--- config.mk ---
export PLATFORM = sky130hd
export DESIGN_NAME = muldiv_ctrl
export DESIGN_NICKNAME = d
export VERILOG_FILES = /design/src/rtl/muldiv_ctrl_pkg.sv /design/src/rtl/muldiv_ctrl.sv
export SDC_FILE = /design/constraint.sdc
export NUM_CORES = 1
export LEC_CHECK = 0
export ABC_CLOCK_PERIOD_IN_PS = 3500
export CAP_MARGIN = 20
export CELL_PAD_IN_SITES_DETAIL_PLACEMENT = 2
export CELL_PAD_IN_SITES_GLOBAL_PLACEMENT = 2
export CORE_MARGIN = 2
export CORE_UTILIZATION = 28
export DETAILED_ROUTE_END_ITERATION = 12
export PLACE_DENSITY = 0.84
export SLEW_MARGIN = 20
export SYNTH_ARGS = -nofsm -noshare
export SYNTH_HDL_FRONTEND = slang
export SYNTH_SLANG_ARGS = --single-unit
--- constraint.sdc ---
create_clock -name Clk -period 3.5 [get_ports Clk]
set_input_delay 0.7 -clock Clk [delete_from_list [all_inputs] [get_ports Clk]]
set_output_delay 0.7 -clock Clk [all_outputs]
set_load 0.1 [all_outputs]
--- src/rtl/muldiv_ctrl_pkg.sv ---
// rtl/muldiv_ctrl_pkg.sv - shared op, state and HI/LO select encodings for the multiply/divide path
package muldiv_ctrl_pkg;

   typedef enum logic [2:0] {
      OP_NOP  = 3'd0,
      OP_MULT = 3'd1,
      OP_DIV  = 3'd2,
      OP_MFHI = 3'd3,
      OP_MFLO = 3'd4,
      OP_MTHI = 3'd5,
      OP_MTLO = 3'd6,
      OP_NOP7 = 3'd7
   } mdc_op_e;

   typedef enum logic [2:0] {
      ST_IDLE   = 3'd0,
      ST_START  = 3'd1,
      ST_WAIT   = 3'd2,
      ST_SETTLE = 3'd3,
      ST_READ   = 3'd4
   } mdc_state_e;

   localparam logic SEL_HIGH = 1'b1;
   localparam logic SEL_LOW  = 1'b0;
   localparam logic SEL_MUL  = 1'b0;
   localparam logic SEL_DIV  = 1'b1;

   function automatic logic op_sel_hl(input mdc_op_e code);
      return (code == OP_MFHI || code == OP_MTHI) ? SEL_HIGH : SEL_LOW;
   endfunction

endpackage

--- src/rtl/muldiv_ctrl.sv ---
// rtl/muldiv_ctrl.sv - EX-stage initiator for the HI/LO multiply/divide unit
// MDC_TIMEOUT_EN adds a bounded WAIT state with a sticky MDC_Error flag.
module muldiv_ctrl
   import muldiv_ctrl_pkg::*;
#(
   parameter int TIMEOUT_CYCLES = 64
) (
   input  logic        Clk,
   input  logic        Reset_n,
   input  logic        MDC_Valid,
   input  logic [2:0]  MDC_Op,
   input  logic [31:0] MDC_RsData,
   input  logic [31:0] MDC_RtData,
   output logic        MDC_Stall,
   output logic [31:0] MDC_RdData,
   output logic        MDC_RdValid,
   output logic        MDC_DivZero,
   output logic        MDC_Error,
   output logic        MUL_Start,
   output logic        MUL_SelMD,
   output logic        MUL_SelHL,
   output logic        MUL_Write,
   output logic [31:0] MUL_DA,
   output logic [31:0] MUL_DB,
   input  logic        MUL_Flag,
   input  logic [31:0] MUL_DC
);

   mdc_state_e  state, state_next;
   mdc_op_e     op;
   logic        accept;
   logic        capture;
   logic        set_divzero;
   logic        take_read;
   logic        timeout_hit;
   logic        sel_md_q;
   logic        sel_hl_q;
   logic [31:0] da_q;
   logic [31:0] db_q;

   assign op = mdc_op_e'(MDC_Op);

   // Gated by reset so that the combinational strobes also drop while reset is held.
   assign accept = Reset_n & MDC_Valid & (state == ST_IDLE);

   assign MUL_SelMD = sel_md_q;
   assign MUL_DB    = db_q;

   always_ff @(posedge Clk or negedge Reset_n) begin
      if (!Reset_n) begin
         state <= ST_IDLE;
      end else begin
         state <= state_next;
      end
   end

   always_comb begin
      state_next  = state;
      MDC_Stall   = 1'b0;
      MUL_Start   = 1'b0;
      MUL_Write   = 1'b0;
      MUL_SelHL   = 1'b0;
      MUL_DA      = da_q;
      capture     = 1'b0;
      set_divzero = 1'b0;
      take_read   = 1'b0;
      case (state)
         ST_IDLE: begin
            if (accept) begin
               case (op)
                  OP_MULT, OP_DIV: begin
                     if (op == OP_DIV && MDC_RtData == 32'd0) begin
                        set_divzero = 1'b1;
                     end else begin
                        capture    = 1'b1;
                        MDC_Stall  = 1'b1;
                        state_next = ST_START;
                     end
                  end
                  OP_MFHI, OP_MFLO: begin
                     MDC_Stall  = 1'b1;
                     MUL_SelHL  = op_sel_hl(op);
                     take_read  = 1'b1;
                     state_next = ST_READ;
                  end
                  OP_MTHI, OP_MTLO: begin
                     MUL_Write = 1'b1;
                     MUL_SelHL = op_sel_hl(op);
                     MUL_DA    = MDC_RsData;
                  end
                  default: ;
               endcase
            end
         end
         ST_START: begin
            MUL_Start  = 1'b1;
            MDC_Stall  = 1'b1;
            state_next = ST_WAIT;
         end
         // Only this state looks at the flag; a level left over from the previous op is ignored elsewhere.
         ST_WAIT: begin
            MDC_Stall = 1'b1;
            if (MUL_Flag || timeout_hit) begin
               state_next = ST_SETTLE;
            end
         end
         ST_SETTLE: begin
            state_next = ST_IDLE;
         end
         ST_READ: begin
            MUL_SelHL  = sel_hl_q;
            state_next = ST_IDLE;
         end
         default: begin
            state_next = ST_IDLE;
         end
      endcase
   end

   always_ff @(posedge Clk or negedge Reset_n) begin
      if (!Reset_n) begin
         da_q        <= 32'd0;
         db_q        <= 32'd0;
         sel_md_q    <= SEL_MUL;
         sel_hl_q    <= SEL_LOW;
         MDC_RdData  <= 32'd0;
         MDC_RdValid <= 1'b0;
         MDC_DivZero <= 1'b0;
      end else begin
         if (capture) begin
            da_q     <= MDC_RsData;
            db_q     <= MDC_RtData;
            sel_md_q <= (op == OP_DIV) ? SEL_DIV : SEL_MUL;
         end
         if (take_read) begin
            sel_hl_q <= op_sel_hl(op);
         end
         if (state == ST_READ) begin
            MDC_RdData <= MUL_DC;
         end
         MDC_RdValid <= (state == ST_READ);
         MDC_DivZero <= set_divzero;
      end
   end

`ifdef MDC_TIMEOUT_EN
   logic [7:0] wait_cnt;

   assign timeout_hit = (state == ST_WAIT) && !MUL_Flag &&
                        (wait_cnt == 8'(TIMEOUT_CYCLES - 1));

   always_ff @(posedge Clk or negedge Reset_n) begin
      if (!Reset_n) begin
         wait_cnt  <= 8'd0;
         MDC_Error <= 1'b0;
      end else begin
         if (state == ST_START) begin
            wait_cnt <= 8'd0;
         end else if (state == ST_WAIT) begin
            wait_cnt <= wait_cnt + 8'd1;
         end
         if (timeout_hit) begin
            MDC_Error <= 1'b1;
         end
      end
   end
`else
   logic unused_timeout;

   assign timeout_hit    = 1'b0;
   assign MDC_Error      = 1'b0;
   assign unused_timeout = ^8'(TIMEOUT_CYCLES);
`endif

endmodule

# [Yosys cells after proc, flatten, opt, wreduce, memory -nomap -nowiden]
# Cells that the tools add are included.
[classes] n_mux=31 eq_ne=13 n_bitwise=2 reduce_logical=10
[ops] op="$mux W32" count=3
[ops] op="$logic_not A32 Y1" count=1
[ops] op="$mux W1" count=20
[ops] op="$eq A3 B3 Y1 const B" count=4
[ops] op="$eq A3 B2 Y1 const B" count=3
[ops] op="$mux W3" count=3
[ops] op="$pmux W3 S3" count=1
[ops] op="$reduce_or A2 Y1" count=4
[ops] op="$eq A3 B1 Y1 const B" count=2
[ops] op="$pmux W1 S2" count=3
[ops] op="$pmux W3 S2" count=1
[ops] op="$ne A2 B2 Y1 const B" count=2
[ops] op="$reduce_and A4 Y1" count=1
[ops] op="$reduce_or A4 Y1" count=1
[ops] op="$logic_not A3 Y1" count=1
[ops] op="$ne A3 B1 Y1 const B" count=1
[ops] op="$ne A3 B3 Y1 const B" count=1
[ops] op="$and A1 B1 Y1" count=2
[ops] op="$logic_and A1 B1 Y1" count=1
[ops] op="$logic_or A1 B1 Y1" count=1
[word_totals] inputBits=103 elab_cells=64 regBits=103 output_inout_bits=104

# [Logic depth before layout (Yosys ltp)]
[depth] ltp_word=6 ltp_mapped=8 ltp_nobuf=5

# [Least setup slack after synthesis]
# OpenSTA, ideal clock, no wires.
[synth_path] path_kind="input to output" start="input port MDC_Op[0]" end="output port MUL_SelHL" stages=5 setup_slack_ns=-0.878 t_arrival_ns=3.678 path_buffers=3 required_ns=2.800 path_cell_list="clkbuf_1 clkbuf_1 clkbuf_1 a32oi_1 nor3_1"
[synth_between] elab_chain_cells=6 word_cells_on_any_way=10 classes_between="4 x eq/ne; 4 x mux; 2 x reduce/logical"
[synth_lines] item="start, declared" line_no="muldiv_ctrl.sv:11" rtl="input logic [2:0] MDC_Op,"
[synth_lines] item="$eq A3 B2 Y1 or $eq A3 B3 Y1 (tied branches)" line_no="muldiv_ctrl_pkg.sv:29, muldiv_ctrl.sv:70"
[synth_lines] item="$logic_or A1 B1 Y1" line_no="muldiv_ctrl_pkg.sv:29" rtl="return (code == OP_MFHI || code == OP_MTHI) ? SEL_HIGH : SEL_LOW;"
[synth_lines] item="$mux W1" line_no="muldiv_ctrl_pkg.sv:29"
[synth_lines] item="$mux W1 *"
[synth_lines] item="$mux W1 *" line_no="muldiv_ctrl.sv:69" rtl="if (accept) begin"
[synth_lines] item="$pmux W1 S2 *" line_no="muldiv_ctrl.sv:67" rtl="case (state)"
[synth_lines] item="end, declared" line_no="muldiv_ctrl.sv:21" rtl="output logic MUL_SelHL,"
# Mark *: on every way between the ends. The rest lies on a longest branch, timed or not.

# [Worst setup path in the final report]
[layout_path] start="input port MDC_RtData[16]" end="output port MDC_Stall"
[layout_between] elab_chain_cells=6
[layout_lines] item="start, declared" line_no="muldiv_ctrl.sv:13" rtl="input logic [31:0] MDC_RtData,"
[layout_lines] item="$logic_not A32 Y1" line_no="muldiv_ctrl.sv:72" rtl="if (op == OP_DIV && MDC_RtData == 32'd0) begin"
[layout_lines] item="$logic_and A1 B1 Y1" line_no="muldiv_ctrl.sv:72"
[layout_lines] item="$mux W1" line_no="muldiv_ctrl.sv:72"
[layout_lines] item="$pmux W1 S2" line_no="muldiv_ctrl.sv:70" rtl="case (op)"
[layout_lines] item="$mux W1" line_no="muldiv_ctrl.sv:69"
[layout_lines] item="$pmux W1 S2" line_no="muldiv_ctrl.sv:67"
[layout_lines] item="end, declared" line_no="muldiv_ctrl.sv:14" rtl="output logic MDC_Stall,"
# No other way between the ends.

==> results.yml <==
run_status:
  status: "complete, no violations"
cells_and_area:
  post-route-util_pct: 43.44
  nNetsFinal: 972
  drive_gt1_share_pct: 23.68
  design_area_um2: 9102
  fillers: 2279
  syn2layout_area_growth_pct: 52.71
clock_tree:
  cts.sinks: 103
  clk_pin_slew_ns: 0.07
  numCtsBuffers: 9
  cts_tree: "built"
  cts_hold_buf: 0
  clk_path_buf_depth: 2
  htreeDepth: 3
  clock_latency_ns: 0.36
  cts_root_buf: "clkbuf_16"
worst_setup_path:
  worstSetupPathType: "in2out"
  cp-start-kind: "input pin"
  end_kind: "output port"
  reg2reg_setup_slack_ns: 1.23
  critPathMaxFanout: 2
  critPathRequiredTime_ns: 2.80
  cp.arrival_ns: 2.74
synth:
  yosysTopAreaCellShare_pct: 43.24
  yosysUniqueCellTypes: 33
  synth_cells: 671
  syn-num-nets: 774
  ys.flop_type: "dfrtp_1"
  synthTopCellsByCount: "o22ai_1 (128), dfrtp_1 (103), nor2_1 (67)"
  synth-seq-area-share_pct: 43.24
  netlist_top_cells_area: "dfrtp_1 (43%), o22ai_1 (13%), mux2_2 (12%)"
  synth_edf_count: 0
  synthesis.area_um2: 5961
  synth_most_common_cell: "o22ai_1"
  syn_avg_cell_area_um2: 8.883
  synth_seq_cells: 103
  async_reset_ff_share_pct: 100.0
  yosysWarnings: 0
  synth_top_area_cell: "dfrtp_1"
drt:
  vias_per_cell: 5.296
  ant_nets: 0
  totalWireLength_mm: 22.90
  via_count: 6101
  drt-wirelength-per-cell_um: 19.88
  drt-pass1-iter-count: 4
  drt_iter0_drc: 238
  drt_drc_violations_left: 0
die:
  rows: 53
  boundaryPins: 207
  start_util_pct: 28.45
  dieHeight_um: 149.9
  coreArea_um2: 20960
  die_area_um2: 22470
  die_w_um: 149.9
hold_path:
  min_path_type: "in2async"
global_route:
  grt_pass1_vias: 6654
  groute.usage.overall_pct: 20.52
  overflow: 0
  grt_pass1_wl_mm: 36.45
  grt_antenna_before_repair: 2
  grt_max_degree: 99
timing:
  final_hold_viol_count: 0
  finClkSkew_ns: 0.01021
  min_period_over_period_pct: 98.29
  fin_crit_ns: 3.440
  hold-worst-slack_ns: 0.4728
  slew_headroom_pct: 31.74
  max_freq_mhz: 290.7
  fin_ws_ns: 0.05993
  drv_slew: 0
  tightestPinTransition_ns: 1.021
  finalSetupViolCount: 0
power_and_ir_drop:
  leakagePower_uw: 0.004004
  peakVddDrop_v: 0.0007042
  powerDensity_nw_per_um2: 746.4
  power_uw: 6794
placement:
  dpl.hpwl_mm: 16.21
  place_area_um2: 8743
  pre_cts_slack_ns: -0.2813
  io_buffers: 205
  place.gp.congestion: 0.7310
flow_run:
  drv_cap: 0
cells by family after synthesis:
family                 after synthesis  synth area share [%]
AO/OA/AOI/OAI                      266                 26.72
buffers and inverters              133                 9.614
flip-flops                         103                 43.24
AND/OR/NAND/NOR                    101                 7.787
multiplexers                        65                 12.28
XOR/XNOR                             2                0.2939
other                                1               0.06291
worst max-delay path, stage by stage:
cell and delay [ns]:
clkdlybuf4s50_1 0.44, nor4_1 0.31, buf_4 0.17, nand4_1 0.18, or2_4 0.32, a2111oi_4 0.35
nor2_2 0.09, buf_12 0.17
worst paths after layout:
check	start	cells past startpoint	endpoint
hold / removal	Reset_n	2	MDC_DivZero
setup reg to reg	state[1]	6	da_q[22]
max in group asynchronous	Reset_n	3	MDC_RdData[15]
hold reg to reg	MDC_RdData[24]	1	MDC_RdData[24]
min in group Clk	MDC_RdData[24]	1	MDC_RdData[24]
setup / recovery	MDC_RtData[16]	8	MDC_Stall
final cells by class:
cell class | count | area, um2 | area share (%)
multi-input combinational | 435 | 2880 | 31.64
clock buffer | 9 | 225.2 | 2.474
clock inverter | 7 | 63.81 | 0.7010
antenna | 3 | 7.507 | 0.08247
inverter | 66 | 247.7 | 2.722
tap | 275 | 344.1 | 3.780
timing repair buffer | 254 | 2756 | 30.28
sequential | 103 | 2577 | 28.32
cells in the final DEF (no fill, tap or decap), drive strengths merged, types with 2 or more instances in the layout:
master	n
buf	111
nand2b	2
nor4	9
dlymetal6s2s	2
or2	3
dfrtp	103
clkbuf	9
nand4	2
a21oi	65
o22ai	128
nor3	4
a2111oi	2
clkinv	2
nand2	9
clkdlybuf4s50	140
nor2	68
inv	70
nor3b	2
a31oi	65
diode	3
o21ai	2
mux2	65
per-stage QoR:
stage / cells / setup TNS (ns)
final: 1152 / 0
after floorplan: 671 / 0
after CTS: 1149 / 0
after detailed placement: 1132 / -0.2813
after global routing: 1151 / -0.01624
after global placement: 1132 / -0.2447
sequential cells by signal, indices dropped and copies added, names as in the netlist:
register and cells:
MUL_DB 32, state 3, MDC_DivZero 1, da_q 32
MDC_RdValid 1, MUL_SelMD 1, MDC_RdData 32, sel_hl_q 1
repair_timing:
item | CTS | global route
setup buffers | 1 | 0
endpoints found under the setup margin | 1 | 1
pin swaps | 4 | 3
resized for setup | 8 | 4
layer usage:
metal | track usage, % | up-vias | part of all wire, %
li1 | - | 2876 | -
met1 | 25.10 | 3065 | 42
met2 | 35.78 | 140 | 51
met3 | 4.726 | 20 | 5.2
met4 | 6.368 | 0 | 1.7
met5 | 0 | - | 0
power breakdown:
group | switching, uW | internal [uW]
Combinational | 2900 | 1160
Clock | 518 | 502
Sequential | 246 | 1470
Power figures use the tool's default switching activity.
